$ cat src/rtl/holy_axil_regbank.sv
// AXI-Lite slave register bank: NUM_REGS byte-strobed registers with read-only
// protection, error responses and a hardware-side update port.
module holy_axil_regbank #(
    parameter int                  NUM_REGS   = 8,
    parameter int                  DATA_WIDTH = 32,
    parameter int                  ADDR_WIDTH = 32,
    parameter logic [NUM_REGS-1:0] RO_MASK    = '0
) (
    input  logic                           clk,
    input  logic                           rst,
    input  logic [ADDR_WIDTH-1:0]          s_awaddr,
    input  logic                           s_awvalid,
    output logic                           s_awready,
    input  logic [DATA_WIDTH-1:0]          s_wdata,
    input  logic [DATA_WIDTH/8-1:0]        s_wstrb,
    input  logic                           s_wvalid,
    output logic                           s_wready,
    output logic [1:0]                     s_bresp,
    output logic                           s_bvalid,
    input  logic                           s_bready,
    input  logic [ADDR_WIDTH-1:0]          s_araddr,
    input  logic                           s_arvalid,
    output logic                           s_arready,
    output logic [DATA_WIDTH-1:0]          s_rdata,
    output logic [1:0]                     s_rresp,
    output logic                           s_rvalid,
    input  logic                           s_rready,
    input  logic [NUM_REGS-1:0]            hw_wr_en,
    input  logic [NUM_REGS*DATA_WIDTH-1:0] hw_wr_data,
    output logic [NUM_REGS*DATA_WIDTH-1:0] regs_o
);

    localparam int STRB_W = DATA_WIDTH / 8;
    localparam int OFF    = $clog2(STRB_W);

    localparam logic [1:0] RESP_OKAY   = 2'b00;
    localparam logic [1:0] RESP_SLVERR = 2'b10;
    localparam logic [1:0] RESP_DECERR = 2'b11;

    // axi_state_slave_t encoding
    localparam logic [1:0] IDLE                      = 2'd0;
    localparam logic [1:0] LITE_RECEIVING_WRITE_DATA = 2'd1;
    localparam logic [1:0] LITE_SENDING_WRITE_RES    = 2'd2;
    localparam logic [1:0] LITE_SENDING_READ_DATA    = 2'd3;

    logic [1:0]            state_q, state_d;
    logic [ADDR_WIDTH-1:0] awaddr_q, awaddr_d;
    logic [1:0]            bresp_q, bresp_d;
    logic [1:0]            rresp_q, rresp_d;
    logic [DATA_WIDTH-1:0] rdata_q, rdata_d;
    logic [DATA_WIDTH-1:0] regs_q [NUM_REGS];
    logic [DATA_WIDTH-1:0] regs_d [NUM_REGS];

    logic                  aw_fire, w_fire, ar_fire;
    logic [ADDR_WIDTH-1:0] wr_idx, ar_idx;
    logic [1:0]            wr_resp, ar_resp;
    logic [DATA_WIDTH-1:0] ar_data;

    // Out-of-range beats misalignment, which beats read-only protection.
    function automatic logic [1:0] decode_resp(input logic [ADDR_WIDTH-1:0] addr,
                                               input logic                  is_write);
        logic [ADDR_WIDTH-1:0] idx;
        logic                  ro;
        idx = addr >> OFF;
        ro  = 1'b0;
        for (int i = 0; i < NUM_REGS; i++)
            if (idx == ADDR_WIDTH'(i)) ro = RO_MASK[i];
        if (idx >= ADDR_WIDTH'(NUM_REGS)) return RESP_DECERR;
        if (addr[OFF-1:0] != '0)          return RESP_SLVERR;
        if (is_write && ro)               return RESP_SLVERR;
        return RESP_OKAY;
    endfunction

    assign s_awready = !rst && (state_q == IDLE);
    assign s_arready = !rst && (state_q == IDLE) && !s_awvalid;
    assign s_wready  = !rst && (state_q == LITE_RECEIVING_WRITE_DATA);
    assign s_bvalid  = (state_q == LITE_SENDING_WRITE_RES);
    assign s_rvalid  = (state_q == LITE_SENDING_READ_DATA);
    assign s_bresp   = bresp_q;
    assign s_rresp   = rresp_q;
    assign s_rdata   = rdata_q;

    assign aw_fire = s_awvalid && s_awready;
    assign w_fire  = s_wvalid && s_wready;
    assign ar_fire = s_arvalid && s_arready;
    assign wr_idx  = awaddr_q >> OFF;
    assign ar_idx  = s_araddr >> OFF;
    assign wr_resp = decode_resp(awaddr_q, 1'b1);
    assign ar_resp = decode_resp(s_araddr, 1'b0);

    always_comb begin
        ar_data = '0;
        for (int i = 0; i < NUM_REGS; i++)
            if (ar_idx == ADDR_WIDTH'(i) && ar_resp == RESP_OKAY) ar_data = regs_q[i];
    end

    // NOTE: every always_comb output gets a default first so no path can infer a latch.
    always_comb begin
        state_d  = state_q;
        awaddr_d = awaddr_q;
        bresp_d  = bresp_q;
        rresp_d  = rresp_q;
        rdata_d  = rdata_q;
        case (state_q)
            IDLE: begin
                if (aw_fire) begin
                    awaddr_d = s_awaddr;
                    state_d  = LITE_RECEIVING_WRITE_DATA;
                end else if (ar_fire) begin
                    rresp_d = ar_resp;
                    rdata_d = ar_data;
                    state_d = LITE_SENDING_READ_DATA;
                end
            end
            LITE_RECEIVING_WRITE_DATA: begin
                if (w_fire) begin
                    bresp_d = wr_resp;
                    state_d = LITE_SENDING_WRITE_RES;
                end
            end
            LITE_SENDING_WRITE_RES: if (s_bready) state_d = IDLE;
            LITE_SENDING_READ_DATA: if (s_rready) state_d = IDLE;
            default:                state_d = IDLE;
        endcase
    end

    // Hardware data lands first; strobed bus bytes then overlay it on a collision.
    always_comb begin
        for (int i = 0; i < NUM_REGS; i++) begin
            regs_d[i] = hw_wr_en[i] ? hw_wr_data[i*DATA_WIDTH +: DATA_WIDTH] : regs_q[i];
            for (int b = 0; b < STRB_W; b++)
                if (w_fire && wr_resp == RESP_OKAY && wr_idx == ADDR_WIDTH'(i) && s_wstrb[b])
                    regs_d[i][8*b +: 8] = s_wdata[8*b +: 8];
        end
    end

    always_comb begin
        regs_o = '0;
        for (int i = 0; i < NUM_REGS; i++)
            regs_o[i*DATA_WIDTH +: DATA_WIDTH] = regs_q[i];
    end

    // NOTE: sequential state uses non-blocking assignments only.
    always_ff @(posedge clk or posedge rst) begin
        if (rst) begin
            state_q  <= IDLE;
            awaddr_q <= '0;
            bresp_q  <= RESP_OKAY;
            rresp_q  <= RESP_OKAY;
            rdata_q  <= '0;
            // NOTE: the register array is reset because software relies on all-zero contents.
            regs_q   <= '{default: '0};
        end else begin
            state_q  <= state_d;
            awaddr_q <= awaddr_d;
            bresp_q  <= bresp_d;
            rresp_q  <= rresp_d;
            rdata_q  <= rdata_d;
            regs_q   <= regs_d;
        end
    end

endmodule
$ cat config.mk
export PLATFORM = sky130hd
export DESIGN_NAME = holy_axil_regbank
export DESIGN_NICKNAME = d
export VERILOG_FILES = /design/src/rtl/holy_axil_regbank.sv
export SDC_FILE = /design/constraint.sdc
export NUM_CORES = 1
export LEC_CHECK = 0
export ABC_AREA = 1
export BUFFER_PORTS_ARGS = -buffer_cell sky130_fd_sc_hd__buf_4
export CAP_MARGIN = 20
export CORE_AREA = 2 2 261 263
export DETAILED_ROUTE_END_ITERATION = 10
export DIE_AREA = 0 0 263 265
export PLACE_DENSITY = 0.62
export SYNTH_ARGS = -nofsm -noshare
export SYNTH_HDL_FRONTEND = slang
export SYNTH_SLANG_ARGS = --single-unit
$ cat constraint.sdc
create_clock -name clk -period 10.2 [get_ports clk]
set_input_delay 1.02 -clock clk [delete_from_list [all_inputs] [get_ports clk]]
set_output_delay 1.02 -clock clk [all_outputs]
set_load 0.01 [all_outputs]
After elaboration in Yosys (flattened, before gate mapping)
Cells that the tools add are included.
Word-level totals
  register bits after elaboration: 326
  logic and storage cells: 232
Cells by class
  equality and inequality tests: 21
  magnitude comparators: 2
  bitwise gates (word level): 1
  muxes and demuxes: 71
  reductions and logical operators: 100
Operators with widths (number)
  32-bit two-way mux: 16
  8-bit two-way mux: 32
  30-bit by 3-bit equality test with 1-bit output, second input constant: 8
  30-bit by 2-bit equality test with 1-bit output, second input constant: 4
  2-bit nonzero test: 34
  32-bit zero test: 2
  30-bit by 1-bit equality test with 1-bit output, second input constant: 2
  30-bit by 4-bit >= comparator with 1-bit output, second input constant: 2
  1-bit logical AND: 55
  2-bit two-way mux: 14
  1-bit two-way mux: 8
  2-bit case mux with 4 select lines: 1
  2-bit zero test: 3
  2-bit equality test, second input constant: 2
  2-bit by 1-bit != test with 1-bit output, second input constant: 2
  2-bit AND reduction: 2
  4-bit AND reduction: 1
  3-bit != test, second input constant: 1
  3-bit AND reduction: 1
  2-bit by 1-bit equality test with 1-bit output, second input constant: 1
  1-bit zero test: 2
  2-bit != test, second input constant: 1
  1-bit inverter: 1

Depth between registers and ports, before layout
Gate-level depths: netlist of the first run.
  depth after elaboration: 15
  depth in mapped cells: 16

Least setup slack after synthesis of the first run
No wires, ideal clock.
  path kind: input -> register
  from: input port s_araddr[31]
  to: register rdata_q[12] (netlist: s_rdata[12])
  arrival: 2.514 ns
  library setup time: 0.123 ns
  slack: 7.563 ns
  stages: 13
  path buffers: 1
  path through: or2_1 -> nor2_2 -> nand2_4 -> nor2_8 -> nand2_4 -> nor2_1 -> buf_2 -> nand2_1 -> nand2_1 -> o21bai_1 -> nand2_1 -> nand2_1 -> a21oi_1
Between the ends
  cells in the longest elaborated chain, start to end: 13
  elaborated cells between the ends (all ways): 28
  those cells by class: 1 x order compare; 7 x eq/ne; 10 x mux; 10 x reduce/logical
RTL lines
  start, declared: line 21  | input logic [ADDR_WIDTH-1:0] s_araddr,
  30-bit by 4-bit >= comparator with 1-bit output: line 68  | if (idx >= ADDR_WIDTH'(NUM_REGS)) return RESP_DECERR;
  1-bit two-way mux: line 68
  2-bit two-way mux: line 69  | if (addr[OFF-1:0] != '0) return RESP_SLVERR;
  2-bit zero test: line 94  | if (ar_idx == ADDR_WIDTH'(i) && ar_resp == RESP_OKAY) ar_data = regs_q[i];
  1-bit logical AND: line 94
  32-bit two-way mux (7 in series): line 94
  32-bit two-way mux *: line 94
  end signal, assigned: line 158  | rdata_q <= rdata_d;
  end, declared: line 50  | logic [DATA_WIDTH-1:0] rdata_q, rdata_d;
Mark *: on every way between the ends. The rest lies on a longest branch, timed or not.
A chain may end at the register's enable or synchronous reset.

Final worst setup path of the first run
  from: input port s_araddr[14]
  to: register rdata_q[25] (netlist: s_rdata[25])
The elaborated chain is that of the path after synthesis.

==> results of run 1 <==
[where the power goes]
group / switching (mW) / total (mW) / internal (mW)
combinational: 0.440 / 0.820 / 0.381
clock: 0.613 / 1.49 / 0.874
sequential: 0.158 / 1.62 / 1.46
total: 1.21 / 3.93 / 2.72
[critical path, stage by stage]
cell      delay (ns)
buf_4           0.11
nor2_1          0.11
nand2_1         0.08
nor2_2          0.51
nand2_1         0.27
nor2_8          0.58
nand2_4         0.27
clkinv_2        0.47
nand4_1         0.89
nor2_1          0.32
nor2_1          0.09
nand4_1         0.07
nand2_1         0.05
nand2_1         0.08
[cells by family (layout without fill, tap and decap cells)]
family / Yosys count / count (layout) / share of synthesized area, %
buffers and inverters: 266 / 901 / 6.74
flip-flops: 326 / 326 / 46.7
AO/OA/AOI/OAI: 368 / 368 / 14.5
other: 0 / 4 / 0
multiplexers: 21 / 21 / 1.35
AND/OR/NAND/NOR: 1178 / 1178 / 30.7
[how the worst max path moves through the flow]
stage / to / slack (ns)
floorplan: awaddr_q[0] / 0.15
global placement: s_rdata[15] / 5.24
detailed placement: s_rdata[25] / 5.12
CTS: s_rdata[25] / 5.70
global route: s_rdata[9] / 5.43
finish: s_rdata[25] / 5.76
[Yosys cell counts, drive strengths merged]
cell type / number / share of area [%]
nand2: 582 / 13
dfrtp: 326 / 47
nand3: 310 / 9.2
o211ai: 256 / 11
nor2: 194 / 4.7
inv: 145 / 3.1
a21oi: 103 / 2.9
buf: 77 / 2.7
nand4: 72 / 2.6
clkbuf: 43 / 0.92
mux2: 21 / 1.4
nor3: 10 / 0.47
o21ai: 5 / 0.14
or2: 5 / 0.19
nor4: 4 / 0.31
o21bai: 3 / 0.13
and3: 1 / 0.036
clkinv: 1 / 0.029
o22ai: 1 / 0.036
[metrics by stage]
stage / power, mW / area [um2] / utilization [%]
2_1_floorplan: 1.98 / 17500 / -
3_3_place_gp: 2.46 / 23100 / 34.6
3_5_place_dp: 2.46 / 23200 / 34.7
4_1_cts: 3.95 / 24500 / 36.6
5_1_grt: 4.09 / 24500 / 36.7
6_report: 3.93 / 24500 / 36.7
[per-layer routing]
| metal | track usage, % | vias up |
|---|---|---|
| li1 | - | 8697 |
| met1 | 34.8 | 9300 |
| met2 | 38.0 | 988 |
| met3 | 6.75 | 141 |
| met4 | 7.01 | 4 |
| met5 | 0 | - |
[registers in the layout (all words and copies together) (netlist names)]
| name | count |
|---|---|
| s_rresp | 2 |
| regs_o | 256 |
| s_bresp | 2 |
| awaddr_q | 32 |
| s_rdata | 32 |
| state_q | 2 |
[cell type report]
cell class / count / area [um2]
sequential: 326 / 8160
multi-input combinational: 1567 / 8190
tap: 873 / 1090
inverter: 146 / 557
clock buffer: 54 / 1120
timing repair buffer: 685 / 5160
fill: 7012 / 42300
antenna: 4 / 10.0
clock inverter: 16 / 203
==> results.ini, run 1 <==
[routing]
final_antenna_net_count = 0
wirelength_um = 90500
num_vias = 19100
route.met3.wl_um = 8780
wl_met2_um = 39900
avgViaCountPerCell = 5.21
wl_met1_um = 39400
first_iter_violations = 2134
drc = 0
wl_per_cell_um = 24.6
dr.pass1.iters = 6
highest_layer = met5

[sta]
setup_violations = 0
setup_tns_ns = 0
slew-limit-headroom_pct = 30.7
drv_slew = 0
fmax_mhz = 225
timing.final.crit_period_ns = 4.44
finalCritPeriodShare_pct = 43.6
worst_pin_slew_ns = 1.04
hold_viol_final = 0
whs_ns = 0.485
finClkSkew_ns = 0.0218
rsz0062_at_grt = false
fin_ws_ns = 5.76

[worst_hold_path]
whs_endpoint = s_rdata[17]
worstHoldStart = s_rdata[17]
hp-class = reg2reg
hold_depth = 2

[floorplan]
die_y_um = 265
core_region_area_mm2 = 0.0668
ioPinCount = 668
die_width_um = 263
start_util_pct = 26.2
die_area_mm2 = 0.0697
fp-row-count = 95

[placement]
dp_worst_setup_slack_ns = 5.12
dpl.cell_count = 3597
hpwl_um = 69900
place.gp.congestion = 0.923
io_buffers = 667

[clock_tree]
cts_tree = built
root_buffer = clkbuf_16
cts.clk_slew.worst_paths_ns = 0.06
htree_num_levels = 2
ctsResizeCount = 0
holdBufCountCts = 0
cts_buffers = 40
cts.sinks = 326
clk_latency_ns = 0.57
post-cts-setup-buffer-count = 0
clockBufferDepth = 3

[global_route]
grt_pass1_vias = 18100
grt_overflow_total = 0
antenna_found_initial = 4
grt_max_degree = 89
grt_pass1_wl_um = 128000
grt_usage_pct = 25.0

[worst_setup_path]
arrival_ns = 4.94
worstPathMaxFanout = 44
critPathLaunchType = primary input
r2r-start = awaddr_q[13]
critPathCaptureType = flip-flop
r2r_end = regs_o[147]
worstPathRequired_ns = 10.70
critical_path.startpoint = s_araddr[14]
rr_worst_depth = 10
crit_type = in2reg
r2r_slack_ns = 7.30

[finish]
drive_above_1_share_pct = 30.1
nets = 3137
finalNonFillerCells = 3671
final_cell_mix = buf_4, nand2_1, dfrtp_1
final_common_cell = buf_4
area_growth_pct = 40.1

[synth]
ys_seq_area_share_pct = 46.7
synth-seq-cells = 326
avgSynthCellArea_um2 = 8.10
syn_area_mm2 = 0.0175
synth.distinct_cells = 36
yosysWarningCount = 0
synthCells = 2159
syn_nets = 2530

[pwr]
power_density_mw_per_mm2 = 160
leakage_nw = 11.9
ir_worst_vdd_v = 0.0000961

[outcome]
status = finished, final reports clean

[flow_run]
maxCapViolCount = 0

No activity file was read; power rests on OpenSTA's default activity.
==> inputs of run 2 (changes only) <==
clock period = 3.7 ns   (was 10.2 ns; I/O delays follow)
==> run 2 against run 1 <==
Compared with the run above: clock-buffer cell count rose by 2; sequential cell count stayed put; cell area increased by 1.0%.
==> results.ini, run 2 (same netlist as run 1, synthesis figures left out) <==
[clock_tree]
cts_buffers = 41
clk_latency_ns = 0.57
root_buffer = clkbuf_16
htree_num_levels = 2
cts_tree = built
ctsResizeCount = 0
cts.clk_slew.worst_paths_ns = 0.06
holdBufCountCts = 1
post-cts-setup-buffer-count = 0
cts.sinks = 326
clockBufferDepth = 3

[placement]
post_dp_cell_area_mm2 = 0.0233
io_buffers = 667
hpwl_um = 72900
place.gp.congestion = 0.935

[worst_setup_path]
critical_path.startpoint = awaddr_q[12]
critPathCaptureType = flip-flop
r2r-start = awaddr_q[12]
r2r_slack_ns = 0.91
critPathLaunchType = flip-flop
r2r_end = regs_o[246]
worstPathRequired_ns = 4.12
critical_path.endpoint = regs_o[246]
arrival_ns = 3.20
rr_worst_depth = 10
crit_type = reg2reg
worstPathMaxFanout = 16

[routing]
wirelength_um = 93000
wl_per_cell_um = 25.2
first_iter_violations = 2159
dr.pass1.iters = 5
final_antenna_net_count = 0
drc = 0
num_vias = 19400
avgViaCountPerCell = 5.24

[pwr]
power_density_mw_per_mm2 = 444
ir_worst_vdd_v = 0.000349
finalPower_mw = 11.0
leakage_nw = 12.0

[sta]
drv_slew = 0
finalCritPeriodShare_pct = 75.3
hold_viol_final = 0
worst_pin_slew_ns = 1.10
setup_tns_ns = 0
rsz0062_at_grt = false
whs_ns = 0.0319
setup_violations = 0
slew-limit-headroom_pct = 26.8
finClkSkew_ns = 0.0187
fmax_mhz = 359
timing.final.crit_period_ns = 2.79

[finish]
fin_area_mm2 = 0.0247
fillers = 6998
drive_above_1_share_pct = 30.5
largest_register_ffs = 256
final_common_cell = buf_4
area_growth_pct = 41.5
final_cell_mix = buf_4, nand2_1, dfrtp_1
nets = 3158

[global_route]
grt_pass1_wl_um = 133000
grt_overflow_total = 0
grt_usage_pct = 26.0
antenna_found_initial = 11
grt_max_degree = 98
grt_pass1_vias = 18700

[worst_hold_path]
hp-class = in2reg

[floorplan]
die_area_mm2 = 0.0697
core_region_area_mm2 = 0.0668
ioPinCount = 668
die_width_um = 263
fp-row-count = 95
start_util_pct = 26.2
die_y_um = 265

[flow_run]
maxCapViolCount = 0

[outcome]
status = finished, final reports clean

[run 2: changes by cell type in the layout (fill, tap and decap cells not counted)]
cell,change
clkinvlp_4,+1
clkinv_8,-1
clkbuf_16,+3
clkbuf_8,-1
inv_8,-1
buf_16,-1
buf_12,+5
clkinv_2,-2
inv_6,+1
buf_4,+15
diode_2,+5
dlygate4sd3_1,+1
[run 2: cell type report]
type	instances	area (um2)	share of cell area [%]
well taps	873	1090	4.42
repair buffers	705	5360	21.7
flip-flops and latches	326	8160	33.0
clock buffers	56	1180	4.79
diodes	9	22.5	0.0910
multi-input cells	1567	8190	33.1
inverters	146	553	2.24
clock inverters	14	185	0.749
[run 2: through the flow]
stage                     util [%]  cells  worst slack, ns
final                         37.0   3696            0.914
after global placement        34.9   3616            0.600
after detailed placement      34.9   3616            0.623
after CTS                     37.0   3687            0.892
after floorplan                  -   2159            -1.02
after global routing          37.0   3694            0.534
[run 2: routing by layer]
metal / share of wire, % / vias up / wire [um] / GRT usage, %
met4: 3.1 / 2 / 2920 / 8.34
met3: 8.1 / 161 / 7510 / 4.78
met5: 0.014 / - / 13 / 0
met1: 45 / 9412 / 42300 / 37.9
li1: - / 8729 / - / -
met2: 43 / 1056 / 40200 / 38.5
[run 2: worst min path at each step]
stage | from | to | cells past startpoint
2_1_floorplan | awaddr_q[16] | awaddr_q[16] | 1
3_3_place_gp | s_rresp[1] | s_rresp[1] | 2
3_5_place_dp | s_rdata[26] | s_rdata[26] | 2
4_1_cts | s_awaddr[24] | awaddr_q[24] | 2
5_1_grt | s_awaddr[18] | awaddr_q[18] | 2
6_report | s_awaddr[23] | awaddr_q[23] | 2
[run 2: power breakdown]
part           internal, mW  leakage, nW  switching [mW]
combinational          1.06         7.35            1.23
clock                  2.51        0.667            1.69
sequential             4.04         4.00           0.466
total                  7.61         12.0            3.38
[run 2: worst max-delay path, stage by stage, from the launching register on]
cell and delay (ns):
dfrtp_1 0.36, inv_1 0.07, nand2_1 0.07, nor2_1 0.18, nand2_1 0.12, nor4_4 0.32
nand2_4 0.20, nor2_4 0.43, nand2_1 0.53, nand3_1 0.23, o211ai_1 0.11
